==> src/rtl/upak_pkg.sv <==
// Shared types and helpers for the symbol-to-word packer.
// Order codes, o_nbits width and bit/byte mirror functions.
package upak_pkg;

  typedef enum logic [3:0] {
    FM2_1    = 4'd1,
    QPSK_2   = 4'd2,
    PSK8_3   = 4'd3,
    QAM16_4  = 4'd4,
    QAM32_5  = 4'd5,
    QAM64_6  = 4'd6,
    QAM128_7 = 4'd7,
    QAM256_8 = 4'd8
  } order_e;

  function automatic int nbits_w(input int w);
    return $clog2(w + 1);
  endfunction

  // Reverse the bit order inside every byte.
  function automatic logic [63:0] mirror_byte(
    input logic [63:0] x
  );
    logic [63:0] r;
    for (int i = 0; i < 64; i++)
      r[i] = x[(i & ~7) | (7 - (i & 7))];
    return r;
  endfunction

  // Reverse the order of the low nob bytes.
  function automatic logic [63:0] mirror_word(
    input logic [63:0] x,
    input int          nob
  );
    logic [63:0] r;
    r = '0;
    for (int i = 0; i < 8; i++)
      for (int j = 0; j < 8; j++)
        if (i < nob && j == nob - 1 - i)
          r[8*i +: 8] = x[8*j +: 8];
    return r;
  endfunction

endpackage

==> src/rtl/upak_if.sv <==
// Symbol-in / word-out bundle of the packer.
// slave is the packer view, master the driver view.
interface upak_if
  import upak_pkg::*;
#(
  parameter int NOB    = 4,
  parameter int MAXORD = 8
);
  localparam int W   = NOB * 8;
  localparam int NBW = nbits_w(W);

  logic [MAXORD-1:0] i_data;
  logic [3:0]        i_order;
  logic              i_valid;
  logic              o_ready;
  logic              i_flush;
  logic              i_ismirrordata;
  logic              i_ismirrorbyte;
  logic              i_ismirrorword;
  logic              i_isndata;
  logic [W-1:0]      o_data;
  logic [NBW-1:0]    o_nbits;
  logic              o_valid;
  logic              i_ready;
  logic              o_ord_err;

  modport slave (
    input  i_data, i_order, i_valid, i_flush,
    input  i_ismirrordata, i_ismirrorbyte,
    input  i_ismirrorword, i_isndata, i_ready,
    output o_ready, o_data, o_nbits,
    output o_valid, o_ord_err
  );

  modport master (
    output i_data, i_order, i_valid, i_flush,
    output i_ismirrordata, i_ismirrorbyte,
    output i_ismirrorword, i_isndata, i_ready,
    input  o_ready, o_data, o_nbits,
    input  o_valid, o_ord_err
  );

endinterface

==> src/rtl/upak_fmt.sv <==
// Output word shaping: invert valid bits, then
// mirror bits per byte, then mirror byte order.
module upak_fmt
  import upak_pkg::*;
#(
  parameter  int NOB = 4,
  localparam int W   = NOB * 8,
  localparam int NBW = nbits_w(W)
) (
  input  logic [W-1:0]   i_word,
  input  logic [NBW-1:0] i_nbits,
  input  logic           i_ndata,
  input  logic           i_mbyte,
  input  logic           i_mword,
  output logic [W-1:0]   o_word
);
  logic [W-1:0] mask;
  logic [W-1:0] inv;
  logic [63:0]  t;
  logic         unused_t;

  // Valid bits are MSB-aligned; pad LSBs are never inverted.
  always_comb begin
    mask = ~({W{1'b1}} >> i_nbits);
    inv  = i_ndata ? (i_word ^ mask) : i_word;
    t    = 64'(inv);
    if (i_mbyte) t = mirror_byte(t);
    if (i_mword) t = mirror_word(t, NOB);
    o_word = t[W-1:0];
  end

  assign unused_t = ^t;

endmodule

==> src/rtl/upak_stream.sv <==
// Packs 1..MAXORD-bit symbols into NOB-byte words with
// valid/ready on both sides and partial-word flush.
module upak_stream
  import upak_pkg::*;
#(
  parameter int NOB    = 4,
  parameter int MAXORD = 8
) (
  input logic   i_clk,
  input logic   i_rst,
  upak_if.slave bus
);
  localparam int W   = NOB * 8;
  localparam int AW  = W + MAXORD - 1;
  localparam int CW  = $clog2(AW + 1);
  localparam int NBW = nbits_w(W);
  localparam logic [CW-1:0] WC = CW'(W);

  logic [AW-1:0]     acc_q, acc_d;
  logic [CW-1:0]     cnt_q, cnt_d;
  logic              flush_pend_q, flush_pend_d;
  logic [W-1:0]      data_q, data_d;
  logic [NBW-1:0]    nbits_q, nbits_d;
  logic              valid_q, valid_d;
  logic              err_q, err_d;

  logic              ord_ok, ready, accept;
  logic              out_free, full_x, flush_x, load;
  logic [MAXORD-1:0] rev_full, sym;
  logic [AW-1:0]     sym_w;
  logic [AW+W-1:0]   ext;
  logic [W-1:0]      word_raw, word_fmt;
  logic [NBW-1:0]    nbits_sel;
  logic              unused_ext;

  // Handshake, transfer decisions and oldest-bits extraction.
  always_comb begin
    ord_ok = (bus.i_order != 4'd0)
           && (bus.i_order <= 4'(MAXORD));
    out_free = ~valid_q | bus.i_ready;
    full_x   = (cnt_q >= WC) & out_free;
    flush_x  = flush_pend_q & (cnt_q != '0)
             & (cnt_q < WC) & out_free;
    load     = full_x | flush_x;
    ready    = ~flush_pend_q & ((cnt_q < WC) | full_x);
    accept   = bus.i_valid & ready;
    nbits_sel = full_x ? NBW'(W) : NBW'(cnt_q);
    ext      = {acc_q, {W{1'b0}}} >> cnt_q;
    word_raw = ext[W-1:0];
  end

  // Symbol bits in arrival order, oldest at the top.
  always_comb begin
    for (int i = 0; i < MAXORD; i++)
      rev_full[i] = bus.i_data[MAXORD-1-i];
    sym = bus.i_ismirrordata
        ? (rev_full >> (4'(MAXORD) - bus.i_order))
        : bus.i_data;
    sym_w = AW'(sym) & ~({AW{1'b1}} << bus.i_order);
  end

  upak_fmt #(.NOB(NOB)) u_fmt (
    .i_word  (word_raw),
    .i_nbits (nbits_sel),
    .i_ndata (bus.i_isndata),
    .i_mbyte (bus.i_ismirrorbyte),
    .i_mword (bus.i_ismirrorword),
    .o_word  (word_fmt)
  );

  // Next state: drain, append, output load, flush tracking.
  always_comb begin
    acc_d        = acc_q;
    cnt_d        = cnt_q;
    flush_pend_d = flush_pend_q;
    data_d       = data_q;
    nbits_d      = nbits_q;
    valid_d      = valid_q & ~bus.i_ready;
    err_d        = accept & ~ord_ok;
    if (full_x)       cnt_d = cnt_q - WC;
    else if (flush_x) cnt_d = '0;
    if (accept & ord_ok) begin
      acc_d = (acc_q << bus.i_order) | sym_w;
      cnt_d = cnt_d + CW'(bus.i_order);
    end
    if (load) begin
      data_d  = word_fmt;
      nbits_d = nbits_sel;
      valid_d = 1'b1;
    end
    if (bus.i_flush)
      flush_pend_d = 1'b1;
    else if (flush_x | (cnt_q == '0))
      flush_pend_d = 1'b0;
  end

  // State registers, cleared asynchronously.
  always_ff @(posedge i_clk or posedge i_rst) begin
    if (i_rst) begin
      acc_q        <= '0;
      cnt_q        <= '0;
      flush_pend_q <= 1'b0;
      data_q       <= '0;
      nbits_q      <= '0;
      valid_q      <= 1'b0;
      err_q        <= 1'b0;
    end else begin
      acc_q        <= acc_d;
      cnt_q        <= cnt_d;
      flush_pend_q <= flush_pend_d;
      data_q       <= data_d;
      nbits_q      <= nbits_d;
      valid_q      <= valid_d;
      err_q        <= err_d;
    end
  end

  assign unused_ext    = ^ext;
  assign bus.o_ready   = ready;
  assign bus.o_data    = data_q;
  assign bus.o_nbits   = nbits_q;
  assign bus.o_valid   = valid_q;
  assign bus.o_ord_err = err_q;

endmodule

==> src/flat_wrapper.sv <==
// flat-port wrapper written by rule: the top's interface ports become plain ports
module upak_stream_flat import upak_pkg::*;
#(
  parameter int NOB    = 4,
  parameter int MAXORD = 8
)
  (i_clk, i_rst, bus_i_data, bus_i_order, bus_i_valid, bus_i_flush, bus_i_ismirrordata, bus_i_ismirrorbyte, bus_i_ismirrorword, bus_i_isndata, bus_i_ready, bus_o_ready, bus_o_data, bus_o_nbits, bus_o_valid, bus_o_ord_err);
  upak_if #(.NOB(NOB), .MAXORD(MAXORD)) bus_i ();
  input logic i_clk;
  input logic i_rst;
  input wire logic [$bits(bus_i.i_data)-1:0] bus_i_data;
  input wire logic [$bits(bus_i.i_order)-1:0] bus_i_order;
  input wire logic [$bits(bus_i.i_valid)-1:0] bus_i_valid;
  input wire logic [$bits(bus_i.i_flush)-1:0] bus_i_flush;
  input wire logic [$bits(bus_i.i_ismirrordata)-1:0] bus_i_ismirrordata;
  input wire logic [$bits(bus_i.i_ismirrorbyte)-1:0] bus_i_ismirrorbyte;
  input wire logic [$bits(bus_i.i_ismirrorword)-1:0] bus_i_ismirrorword;
  input wire logic [$bits(bus_i.i_isndata)-1:0] bus_i_isndata;
  input wire logic [$bits(bus_i.i_ready)-1:0] bus_i_ready;
  output wire logic [$bits(bus_i.o_ready)-1:0] bus_o_ready;
  output wire logic [$bits(bus_i.o_data)-1:0] bus_o_data;
  output wire logic [$bits(bus_i.o_nbits)-1:0] bus_o_nbits;
  output wire logic [$bits(bus_i.o_valid)-1:0] bus_o_valid;
  output wire logic [$bits(bus_i.o_ord_err)-1:0] bus_o_ord_err;
  assign bus_i.i_data = bus_i_data;
  assign bus_i.i_order = bus_i_order;
  assign bus_i.i_valid = bus_i_valid;
  assign bus_i.i_flush = bus_i_flush;
  assign bus_i.i_ismirrordata = bus_i_ismirrordata;
  assign bus_i.i_ismirrorbyte = bus_i_ismirrorbyte;
  assign bus_i.i_ismirrorword = bus_i_ismirrorword;
  assign bus_i.i_isndata = bus_i_isndata;
  assign bus_i.i_ready = bus_i_ready;
  assign bus_o_ready = bus_i.o_ready;
  assign bus_o_data = bus_i.o_data;
  assign bus_o_nbits = bus_i.o_nbits;
  assign bus_o_valid = bus_i.o_valid;
  assign bus_o_ord_err = bus_i.o_ord_err;
  upak_stream #(.NOB(NOB), .MAXORD(MAXORD)) u_core (.i_clk(i_clk), .i_rst(i_rst), .bus(bus_i));
endmodule
==> config.mk <==
export PLATFORM = sky130hd
export DESIGN_NAME = upak_stream_flat
export DESIGN_NICKNAME = d
export VERILOG_FILES = /design/src/rtl/upak_pkg.sv /design/src/rtl/upak_if.sv /design/src/rtl/upak_fmt.sv /design/src/rtl/upak_stream.sv /design/src/flat_wrapper.sv
export SDC_FILE = /design/constraint.sdc
export NUM_CORES = 1
export LEC_CHECK = 0
export ABC_AREA = 1
export BUFFER_PORTS_ARGS = -buffer_cell sky130_fd_sc_hd__buf_4
export CAP_MARGIN = 20
export CORE_ASPECT_RATIO = 1.5
export CORE_MARGIN = 2
export CORE_UTILIZATION = 50
export CTS_CLUSTER_SIZE = 24
export DETAILED_ROUTE_END_ITERATION = 10
export PLACE_DENSITY = 0.72
export SYNTH_ARGS = -nofsm -noshare
export SYNTH_HDL_FRONTEND = slang
export SYNTH_SLANG_ARGS = --single-unit
==> constraint.sdc <==
create_clock -name i_clk -period 5.8 [get_ports i_clk]
set_input_delay 1.16 -clock i_clk [delete_from_list [all_inputs] [get_ports i_clk]]
set_output_delay 1.16 -clock i_clk [all_outputs]
set_load 0.03 [all_outputs]
Yosys cells after proc, flatten, opt, wreduce, memory -nomap -nowiden
Index checks and enable logic that the tools add are counted.

word-level totals
  word-level logic and storage cells = 56
  output and inout bits = 41
  input port bits = 21
  register bits after elaboration = 86

operators by class
  bitwise operators = 22
  shifts and indexed selects = 5
  add/sub/neg operators = 3
  $lt $le $gt $ge = 3
  reduce and logical (&&, ||, !) cells = 5
  muxes and demuxes = 11

operators by type and width
  operator               number
  $mux 32                3
  $shr 71x6->32          1
  $and 8x39->39          1
  $not 39->39            1
  $or 39x39->39          1
  $shl 39x4->39          1
  $shl 39x4->39 const A  1
  $not 32->32            1
  $shr 32x6->32 const A  1
  $xor 32x32->32         1
  $mux 6                 4
  $and 1x1->1            9
  $mux 8                 1
  $shr 8x4->8            1
  $add 6x4->6            1
  $ge 6x6->1 const B     1
  $logic_not 6->1        1
  $lt 6x6->1 const B     1
  $reduce_bool 6->1      1
  $sub 6x6->6 const B    1
  $le 4x4->1 const B     1
  $not 1->1              4
  $or 1x1->1             4
  $reduce_bool 4->1      1
  4 further kinds        6

Longest topological paths before layout
Gate-level depths: netlist (run 1).

  depth after elaboration = 10
  gate-level depth with buffers = 18
  gate-level depth less buffers = 17

Modules after synthesis
Synthesis (run 1) repeated with hierarchy kept, for this count alone.

unflattened totals
  cells, all modules = 1722
  area total of the unflattened synthesis = 9683.0 sq um

modules (own cells, without submodules)
  module       instances  area an instance (sq um)  sequential area each (sq um)  cells each
  upak_stream  1          8070.2                    2152.1                        1366
  upak_fmt     1          1612.8                    0.0                           356

Worst setup path after synthesis (run 1)
OpenSTA, ideal clock, no wires.

  path type = input-to-reg
  start = in bus_i_order[1]
  end = reg u_core.acc_q[22]
  stages on the path = 14
  required time = 5670 ps
  slack = 2743 ps
  data arrival time = 2927 ps
  cell sequence = buf_2 inv_1 buf_2 buf_2 ha_1 inv_1 o21ai_0 o21ai_0 inv_1 nand3_1 inv_1 buf_2 clkbuf_1 o22ai_1

on the way
  cells in the longest elaborated chain, start to end = 4

ends and longest elaborated chain
  item                  RTL line            source
  start, declared       flat_wrapper.sv:12  input wire logic [$bits(bus_i.i_order)-1:0] bus_i_order;
  $shl 39x4->39         upak_stream.sv:59   sym_w = AW'(sym) & ~({AW{1'b1}} << bus.i_order);
  $not 39->39           upak_stream.sv:59
  $and 8x39->39         upak_stream.sv:59
  $or 39x39->39         upak_stream.sv:83   acc_d = (acc_q << bus.i_order) | sym_w;
  end signal, assigned  upak_stream.sv:100  acc_q <= '0;
  end signal, assigned  upak_stream.sv:108  acc_q <= acc_d;
  end, declared         upak_stream.sv:19   logic [AW-1:0] acc_q, acc_d;

Parallel ways exist; a longest one is shown, timed or not.
A chain may end at the register's enable or synchronous reset.

Worst setup path in the final report (run 1)
  start = in bus_i_order[3]
  end = reg u_core.acc_q[21]

The elaborated chain is that of the path after synthesis.

==> results of run 1 <==
==> report_power, final <==
| part | switching [W] | leakage, nW | internal, W |
|---|---|---|---|
| Combinational | 0.00314 | 3.74 | 0.00131 |
| Clock | 0.000267 | 0.147 | 0.000349 |
| Sequential | 0.000284 | 1.07 | 0.000871 |
| Total | 0.00369 | 4.95 | 0.00253 |
==> sequential cells by signal (all words and copies together), names as in the netlist <==
| register | flops |
|---|---|
| u_core.bus.o_data | 32 |
| u_core.acc_q | 39 |
| u_core.cnt_q | 6 |
| u_core.flush_pend_q | 1 |
| u_core.bus.o_ord_err | 1 |
| u_core.bus.o_nbits | 6 |
| u_core.bus.o_valid | 1 |
==> placed cells by master, fill, tap and decap left out, types with 2 or more instances in the layout <==
cell type,n
sky130_fd_sc_hd__nand2_1,565
sky130_fd_sc_hd__nand3_1,450
sky130_fd_sc_hd__o21ai_0,149
sky130_fd_sc_hd__dfrtp_1,86
sky130_fd_sc_hd__buf_4,75
sky130_fd_sc_hd__nor2_1,66
sky130_fd_sc_hd__inv_1,62
sky130_fd_sc_hd__a21oi_1,52
sky130_fd_sc_hd__nand4_1,14
sky130_fd_sc_hd__mux2i_1,12
sky130_fd_sc_hd__inv_2,11
sky130_fd_sc_hd__a31oi_1,9
sky130_fd_sc_hd__clkbuf_16,9
sky130_fd_sc_hd__ha_1,8
sky130_fd_sc_hd__o22ai_1,7
sky130_fd_sc_hd__o211ai_1,7
sky130_fd_sc_hd__o21ai_1,5
sky130_fd_sc_hd__nor3_1,4
sky130_fd_sc_hd__a22oi_1,4
sky130_fd_sc_hd__a211oi_1,3
sky130_fd_sc_hd__o21bai_1,3
sky130_fd_sc_hd__nor2_2,2
sky130_fd_sc_hd__o21a_1,2
sky130_fd_sc_hd__o31ai_1,2
sky130_fd_sc_hd__a21boi_0,2
sky130_fd_sc_hd__or2_2,2
==> area by class of cell <==
class	count	area [um2]	area share (%)
multi-input cells	1376	6360	63.56
flip-flops and latches	86	2152	21.51
repair buffers	76	590.6	5.902
well taps	252	315.3	3.151
inverters	75	282.8	2.826
clock buffers	10	239.0	2.388
clock inverters	5	66.31	0.6628
==> how the worst max path moves through the flow <==
stage,depth (start not counted),startpoint,endpoint
2_1_floorplan,1,i_rst,u_core.acc_q[0]
3_3_place_gp,11,bus_i_order[3],u_core.acc_q[20]
3_5_place_dp,11,bus_i_order[3],u_core.acc_q[20]
4_1_cts,11,bus_i_order[3],u_core.acc_q[20]
5_1_grt,10,bus_i_order[3],u_core.acc_q[23]
6_report,11,bus_i_order[3],u_core.acc_q[21]
==> through the flow <==
stage	cell area [um2]	total power (W)	std cells
6_report	10010	0.006225	1880
5_1_grt	10010	0.006732	1880
4_1_cts	9978	0.006052	1879
3_5_place_dp	9673	0.005415	1864
3_3_place_gp	9673	0.005374	1864
2_1_floorplan	9343	0.004252	1656
==> metal layers <==
layer / share of wire, % / vias to the layer above / routed length, um
met5: 0 / - / 0
met4: 9.8 / 0 / 3487
met3: 6.0 / 180 / 2138
met2: 48 / 551 / 17240
met1: 36 / 5202 / 12720
li1: - / 5538 / -
==> cell families (layout without fill, tap and decap cells) <==
kind of cell    Yosys count  in the layout  share of synthesized area, %
compound gates          248            248                         14.25
xor+xnor                  2              2                        0.1875
fa+ha+maj                 9              9                         1.286
buf+inv                 194            166                         8.892
flops                    86             86                         23.03
mux                      12             12                         1.286
simple gates           1105           1105                         51.06
==> worst register-to-register path, delay by kind of cell, from the launching register on <==
kind	cells	cell delay, ns
AO/OA/AOI/OAI	3	0.89
buffers and inverters	2	0.92
flip-flops	1	0.36
AND/OR/NAND/NOR	8	1.10
==> out/summary.log, run 1 <==
qor: outcome.status complete, no violations
qor: sta.setup_repair_after_global_routing_missed_its_margin false
qor: setup_path.rr_worst_depth 13
qor: cells_and_area.drive_gt1_share 6.695%
qor: global_route.grt_pass1_wl 55650 um
qor: sta.setup_violations 0
qor: worst_hold_path.hold_start u_core.bus.o_data[13]
qor: synthesis.synthesis.yosys.warnings 0
qor: setup_path.rr_startpoint u_core.cnt_q[5]
qor: setup_path.critPathArrivalTime 3.62 ns
qor: routing.drt_iter0_markers 1191
qor: floorplanning.die_area 19820 um2
qor: global_route.antenna_found_initial 0
qor: floorplanning.die_y 171.4 um
qor: placement.place.gp.congestion 1.020
qor: sta.fin_hold_ws 0.4769 ns
qor: global_route.globalRouteMet3Util 4.757%
qor: routing.tritonroute_pass_1_iters 8
qor: clock_network.largest_buffer_count_on_any_clock_path 2
qor: setup_path.setup.worst_path.class primary input to flip-flop
qor: setup_path.timing.critical_path.required 6.03 ns
qor: setup_path.path_cells buf_4 -> inv_2 -> nand2_1 -> o21ai_0 -> inv_1 -> nand3_1 -> inv_1 -> buf_4 -> o21ai_0 -> a21oi_1 -> a21oi_1
qor: setup_path.worst_setup_path_end_kind flip-flop
qor: pwr.cellPowerDensity 622.1 nW/um2
qor: floorplanning.placement_rows 61
qor: sta.layout_min_cycle_time 3.388 ns
qor: floorplanning.floorplan.core_area 18390 um2
qor: global_route.use_met2 61.35%
qor: worst_hold_path.worst_min_delay_path_category flip-flop to flip-flop
qor: sta.worst_slew_pin_slew 0.9039 ns
qor: synthesis.synth_cell_types 38
qor: clock_network.postCtsSetupBuffers 0
qor: sta.slew_violations 0
qor: worst_hold_path.holdPathStages 2
qor: synthesis.post_synth_edffs 0
qor: synthesis.yosysSeqAreaShare 23.03%
qor: synthesis.synth-seq-cells 86
qor: global_route.via_count_of_the_first_global_routing_pass 10470
qor: pwr.peakVddDrop 0.0002177 V
qor: clock_network.clk_transition_reported_paths 0.07 ns
qor: cells_and_area.postLayoutCoreUtil 54.40%
qor: global_route.grt_busiest_layer met2
qor: sta.setup_slack 2.412 ns
qor: floorplanning.floorplan.initialDensity 50.79%
qor: setup_path.timing.rr.end u_core.bus.o_data[23]
qor: routing.post_drt_wl_per_cell 18.93 um
qor: sta.setup-tns-final 0 ns
qor: synthesis.synth.most_common_cell sky130_fd_sc_hd__nand2_1
qor: setup_path.cp_max_fo 39
qor: sta.report.final.hold_viol_count 0
qor: sta.relative_slew_slack 39.67%
qor: synthesis.avgSynthCellArea 5.642 um2
qor: floorplanning.num_io_pins 62
qor: cells_and_area.filler_cell_count 2009
qor: sta.clock-skew-final 0.01296 ns
qor: synthesis.synth_top_area_cell sky130_fd_sc_hd__nand3_1
qor: setup_path.cp_num_buf_inv 5
qor: sta.final.period_utilization 58.42%
qor: cells_and_area.num-nets-final 1654
qor: synthesis.mappedNetlistArea 9343 um2
qor: clock_network.cts_tree yes
qor: synthesis.synth_fp_nets 1686
qor: global_route.global_route.overflow_total 0
qor: synthesis.fraction_of_registers_with_async_set_or_reset_after_synthesis 100.0%
qor: routing.postRouteWirelength 35590 um
qor: clock_network.clock_sinks 86
qor: placement.place.detailed.hpwl 26330 um
qor: synthesis.ys.flop_type sky130_fd_sc_hd__dfrtp_1
qor: global_route.grt_start_max_net_pins 71
qor: clock_network.post_cts_resize_count 0
qor: clock_network.clock_tree.root_cell sky130_fd_sc_hd__clkbuf_16
qor: routing.route.detailed.vias_per_inst 6.102
qor: clock_network.cts_made_buffers 9
qor: setup_path.slowest_stage_cell_crit_path sky130_fd_sc_hd__buf_4
qor: routing.drc 0
qor: clock_network.cts.htree.levels 3
qor: setup_path.cp_top_family buffers and inverters
qor: setup_path.critical_path.max_stage_delay 0.39 ns
qor: clock_network.insertion_delay 0.37 ns
qor: cells_and_area.area_growth 7.097%
qor: synthesis.synth_top_area_share 24.11%
qor: placement.buffer_ports.inserted 61
qor: synthesis.synthTopCellsByArea sky130_fd_sc_hd__nand3_1 24%, sky130_fd_sc_hd__dfrtp_1 23%, sky130_fd_sc_hd__nand2_1 23%, sky130_fd_sc_hd__o21ai_0 8.0%, sky130_fd_sc_hd__a21oi_1 2.8%
qor: routing.antenna_violating_nets_post_route 0
qor: synthesis.post_synth_most_frequent_cells 565 x sky130_fd_sc_hd__nand2_1, 450 x sky130_fd_sc_hd__nand3_1, 149 x sky130_fd_sc_hd__o21ai_0
qor: clock_network.cts.hold.buffers_added 0
qor: worst_hold_path.whs_endpoint u_core.bus.o_data[13]
qor: synthesis.synthesis.instances 1656
qor: global_route.met1_track_utilization_from_global_routing 39.93%
qor: sta.fmaxAchievable 295.1 MHz
qor: placement.pre_cts_ws 2.041 ns
qor: setup_path.r2r_setup_slack 2.46 ns
qor: run.max_cap_viol_count 0
qor: routing.routed-via-count 11470
qor: floorplanning.fp.dieW 115.6 um
qor: global_route.gr-usage-all-layers 36.32%
qor: setup_path.worst_setup_path_start_kind primary input
qor: pwr.power.leakage 4.951 nW
qor: cells_and_area.antenna_cells 0
Power figures use the tool's default switching activity.
==> run 2, diff against run 1 <==
- PLACE_DENSITY: 0.72 -> 0.74
- clock period: 5.8 -> 3.05 ns (I/O delays scaled with it)
==> out/summary.log, run 2 (synthesis gave the netlist of run 1 again) <==
qor: pwr.power.switching 0.006914 W [+87%]
qor: cells_and_area.mostFrequentLayoutCells 565 x sky130_fd_sc_hd__nand2_1, 450 x sky130_fd_sc_hd__nand3_1, 149 x sky130_fd_sc_hd__o21ai_0
qor: clock_network.clock_sinks 86 [unchanged]
qor: cells_and_area.num-nets-final 1685 [+1.9%]
qor: floorplanning.floorplan.core_area 18390 um2 [unchanged]
qor: routing.postRouteWirelength 35870 um [+0.78%]
qor: clock_network.postCtsSetupBuffers 0 [unchanged]
qor: global_route.grt_pass1_wl 56990 um [+2.4%]
qor: worst_hold_path.worst_min_delay_path_category primary input to async pin
qor: outcome.status complete, no violations
qor: routing.routed-via-count 11590 [+1.0%]
qor: clock_network.cts.hold.buffers_added 0 [unchanged]
qor: floorplanning.fp.dieW 115.6 um [unchanged]
qor: placement.buffer_ports.inserted 61 [unchanged]
qor: clock_network.cts_tree yes
qor: setup_path.critical_path.max_stage_delay 0.42 ns [+0.03 ns]
qor: setup_path.path_cells buf_4 -> inv_2 -> nand3_1 -> nand3_1 -> nand3_1 -> nand3_1 -> nand3_1 -> nand3_1 -> nand3_1 -> nand2_1 -> nand2_1 -> nand3_1 -> nand2_1
qor: global_route.global_route.overflow_total 0 [unchanged]
qor: setup_path.setup.worst_path.class flip-flop to flip-flop
qor: routing.route.detailed.vias_per_inst 6.068 [-0.56%]
qor: routing.tritonroute_pass_1_iters 6 [-2]
qor: clock_network.clock_tree.root_cell sky130_fd_sc_hd__clkbuf_16
qor: pwr.p_sw_share 57.90% [-1.4 points]
qor: setup_path.cp_max_fo 33 [-15%]
qor: placement.pre_cts_ws 0.3771 ns [-1.664 ns]
qor: setup_path.critPathArrivalTime 2.92 ns [-0.70 ns]
qor: setup_path.worst_setup_path_start_kind flip-flop
qor: global_route.gr-usage-all-layers 37.16% [+0.83 points]
qor: cells_and_area.postLayoutCoreUtil 55.85% [+1.5 points]
qor: clock_network.cts_made_buffers 9 [unchanged]
qor: cells_and_area.largest_reg_flops 39 [unchanged]
qor: global_route.antenna_found_initial 0 [unchanged]
qor: cells_and_area.antenna_cells 0 [unchanged]
qor: setup_path.crit_top_cell sky130_fd_sc_hd__nand3_1
qor: global_route.via_count_of_the_first_global_routing_pass 10840 [+3.6%]
qor: sta.relative_slew_slack 40.69% [+1.0 points]
qor: sta.worst_slew_pin_slew 0.8804 ns [-0.02350 ns]
qor: sta.setup_violations 0 [unchanged]
qor: routing.drc 0 [unchanged]
qor: sta.setup-tns-final 0 ns [unchanged]
qor: floorplanning.num_io_pins 62 [unchanged]
qor: routing.post_drt_wl_per_cell 18.78 um [-0.80%]
qor: placement.dp_cells 1896 [+1.7%]
qor: pwr.clkPwrFrac 10.1% [+0.2 points]
qor: routing.antenna_violating_nets_post_route 0 [unchanged]
qor: pwr.power.leakage 5.106 nW [+3.1%]
qor: floorplanning.placement_rows 61 [unchanged]
qor: cells_and_area.layout.cells.most_common sky130_fd_sc_hd__nand2_1
qor: floorplanning.floorplan.initialDensity 50.79% [unchanged]
qor: placement.place.gp.congestion 1.094 [+7.3%]
qor: sta.report.final.hold_viol_count 0 [unchanged]
qor: clock_network.clk_transition_reported_paths 0.07 ns [about the same]
qor: setup_path.worst_setup_path_end_kind flip-flop
qor: cells_and_area.drive_gt1_share 8.384% [+1.7 points]
qor: sta.slew_violations 0 [unchanged]
qor: pwr.cellPowerDensity 1162 nW/um2 [+87%]
qor: pwr.internal_power 0.005028 W [+98%]
qor: setup_path.rr_worst_depth 13 [unchanged]
qor: cells_and_area.final-instance-count-excl-fill 1910 [+1.6%]
qor: routing.drt_iter0_markers 1212 [+1.8%]
qor: setup_path.r2r_setup_slack 0.39 ns [-2.07 ns]
qor: setup_path.timing.rr.end u_core.bus.o_data[5]
qor: placement.placedInstanceArea 9963 um2 [+3.0%]
qor: clock_network.insertion_delay 0.37 ns [about the same]
qor: sta.fmaxAchievable 375.8 MHz
qor: cells_and_area.fin_area 10270 um2 [+2.7%]
qor: sta.clock-skew-final 0.01162 ns [-0.001338 ns]
qor: floorplanning.die_area 19820 um2 [unchanged]
qor: sta.final.period_utilization 87.26%
qor: floorplanning.die_y 171.4 um [unchanged]
qor: sta.setup_slack 0.3887 ns [-2.023 ns]
qor: placement.place.detailed.hpwl 27390 um [+4.0%]
qor: setup_path.timing.critical_path.required 3.30 ns [-2.73 ns]
qor: clock_network.cts.htree.levels 3 [unchanged]
qor: pwr.power_frac_comb 71.4% [about the same]
qor: global_route.grt_start_max_net_pins 70 [-1.4%]
qor: run.max_cap_viol_count 0 [unchanged]
qor: pwr.p_seq_share 18.5% [about the same]
qor: pwr.peakVddDrop 0.0005602 V [+160%]
qor: setup_path.rr_startpoint u_core.cnt_q[1]
qor: cells_and_area.largest-register u_core.acc_q
qor: sta.layout_min_cycle_time 2.661 ns
qor: cells_and_area.area_growth 9.964%
qor: clock_network.largest_buffer_count_on_any_clock_path 2 [unchanged]
qor: clock_network.post_cts_resize_count 0 [unchanged]
qor: setup_path.slowest_stage_cell_crit_path sky130_fd_sc_hd__dfrtp_1
qor: sta.setup_repair_after_global_routing_missed_its_margin false
## run 2: cell count changes in the layout (fill, tap and decap cells not counted)
cell	before	now
sky130_fd_sc_hd__inv_8	1	0
sky130_fd_sc_hd__bufinv_16	1	2
sky130_fd_sc_hd__buf_16	1	0
sky130_fd_sc_hd__clkbuf_8	1	0
sky130_fd_sc_hd__buf_12	0	4
sky130_fd_sc_hd__buf_4	75	103
## run 2: metrics by stage
stage	hold slack (ns)	power, W
floorplan	0.5099	0.008085
global placement	0.4635	0.01044
detailed placement	0.4651	0.01050
CTS	0.2685	0.01174
global route	0.2924	0.01298
finish	0.2585	0.01194
## run 2: final cells by class
class                   count  area, um2
clock buffers               9      225.2
clock inverters             5      85.08
fillers                  1947       8120
inverters                  75      282.8
multi-input cells        1376       6360
flip-flops and latches     86       2152
well taps                 252      315.3
repair buffers            107      853.3
## run 2: how the worst max path moves through the flow
stage	from	to	slack, ns	cells past startpoint
finish	u_core.cnt_q[1]	u_core.bus.o_data[5]	0.39	13
global route	u_core.cnt_q[0]	u_core.bus.o_data[5]	0.16	14
CTS	u_core.cnt_q[0]	u_core.cnt_q[4]	0.43	16
detailed placement	bus_i_ready	u_core.cnt_q[4]	0.38	14
global placement	bus_i_isndata	u_core.bus.o_data[10]	0.42	13
floorplan	i_rst	u_core.acc_q[0]	0.22	1
## run 2: power by group through the flow
stage               sequential [W]  combinational, W  clock, W
floorplan                  0.00242           0.00567         0
global placement           0.00218           0.00826         0
detailed placement         0.00220           0.00830         0
CTS                        0.00218           0.00834   0.00122
global route               0.00226           0.00947   0.00126
finish                     0.00221           0.00853   0.00121
## run 2: metal layers
metal	part of all wire [%]	GRT usage [%]	routed length (um)	vias up
li1	-	-	-	5592
met1	35	40.38	12590	5212
met2	49	64.53	17640	601
met3	6.6	4.616	2377	184
met4	9.1	28.83	3254	0
met5	0	0	0	-
## run 2: worst max-delay path, delay by kind of cell (launching register included)
family	cells	cell delay (ns)
buffers and inverters	2	0.57
and+or+nand+nor	11	1.52
DFF	1	0.42
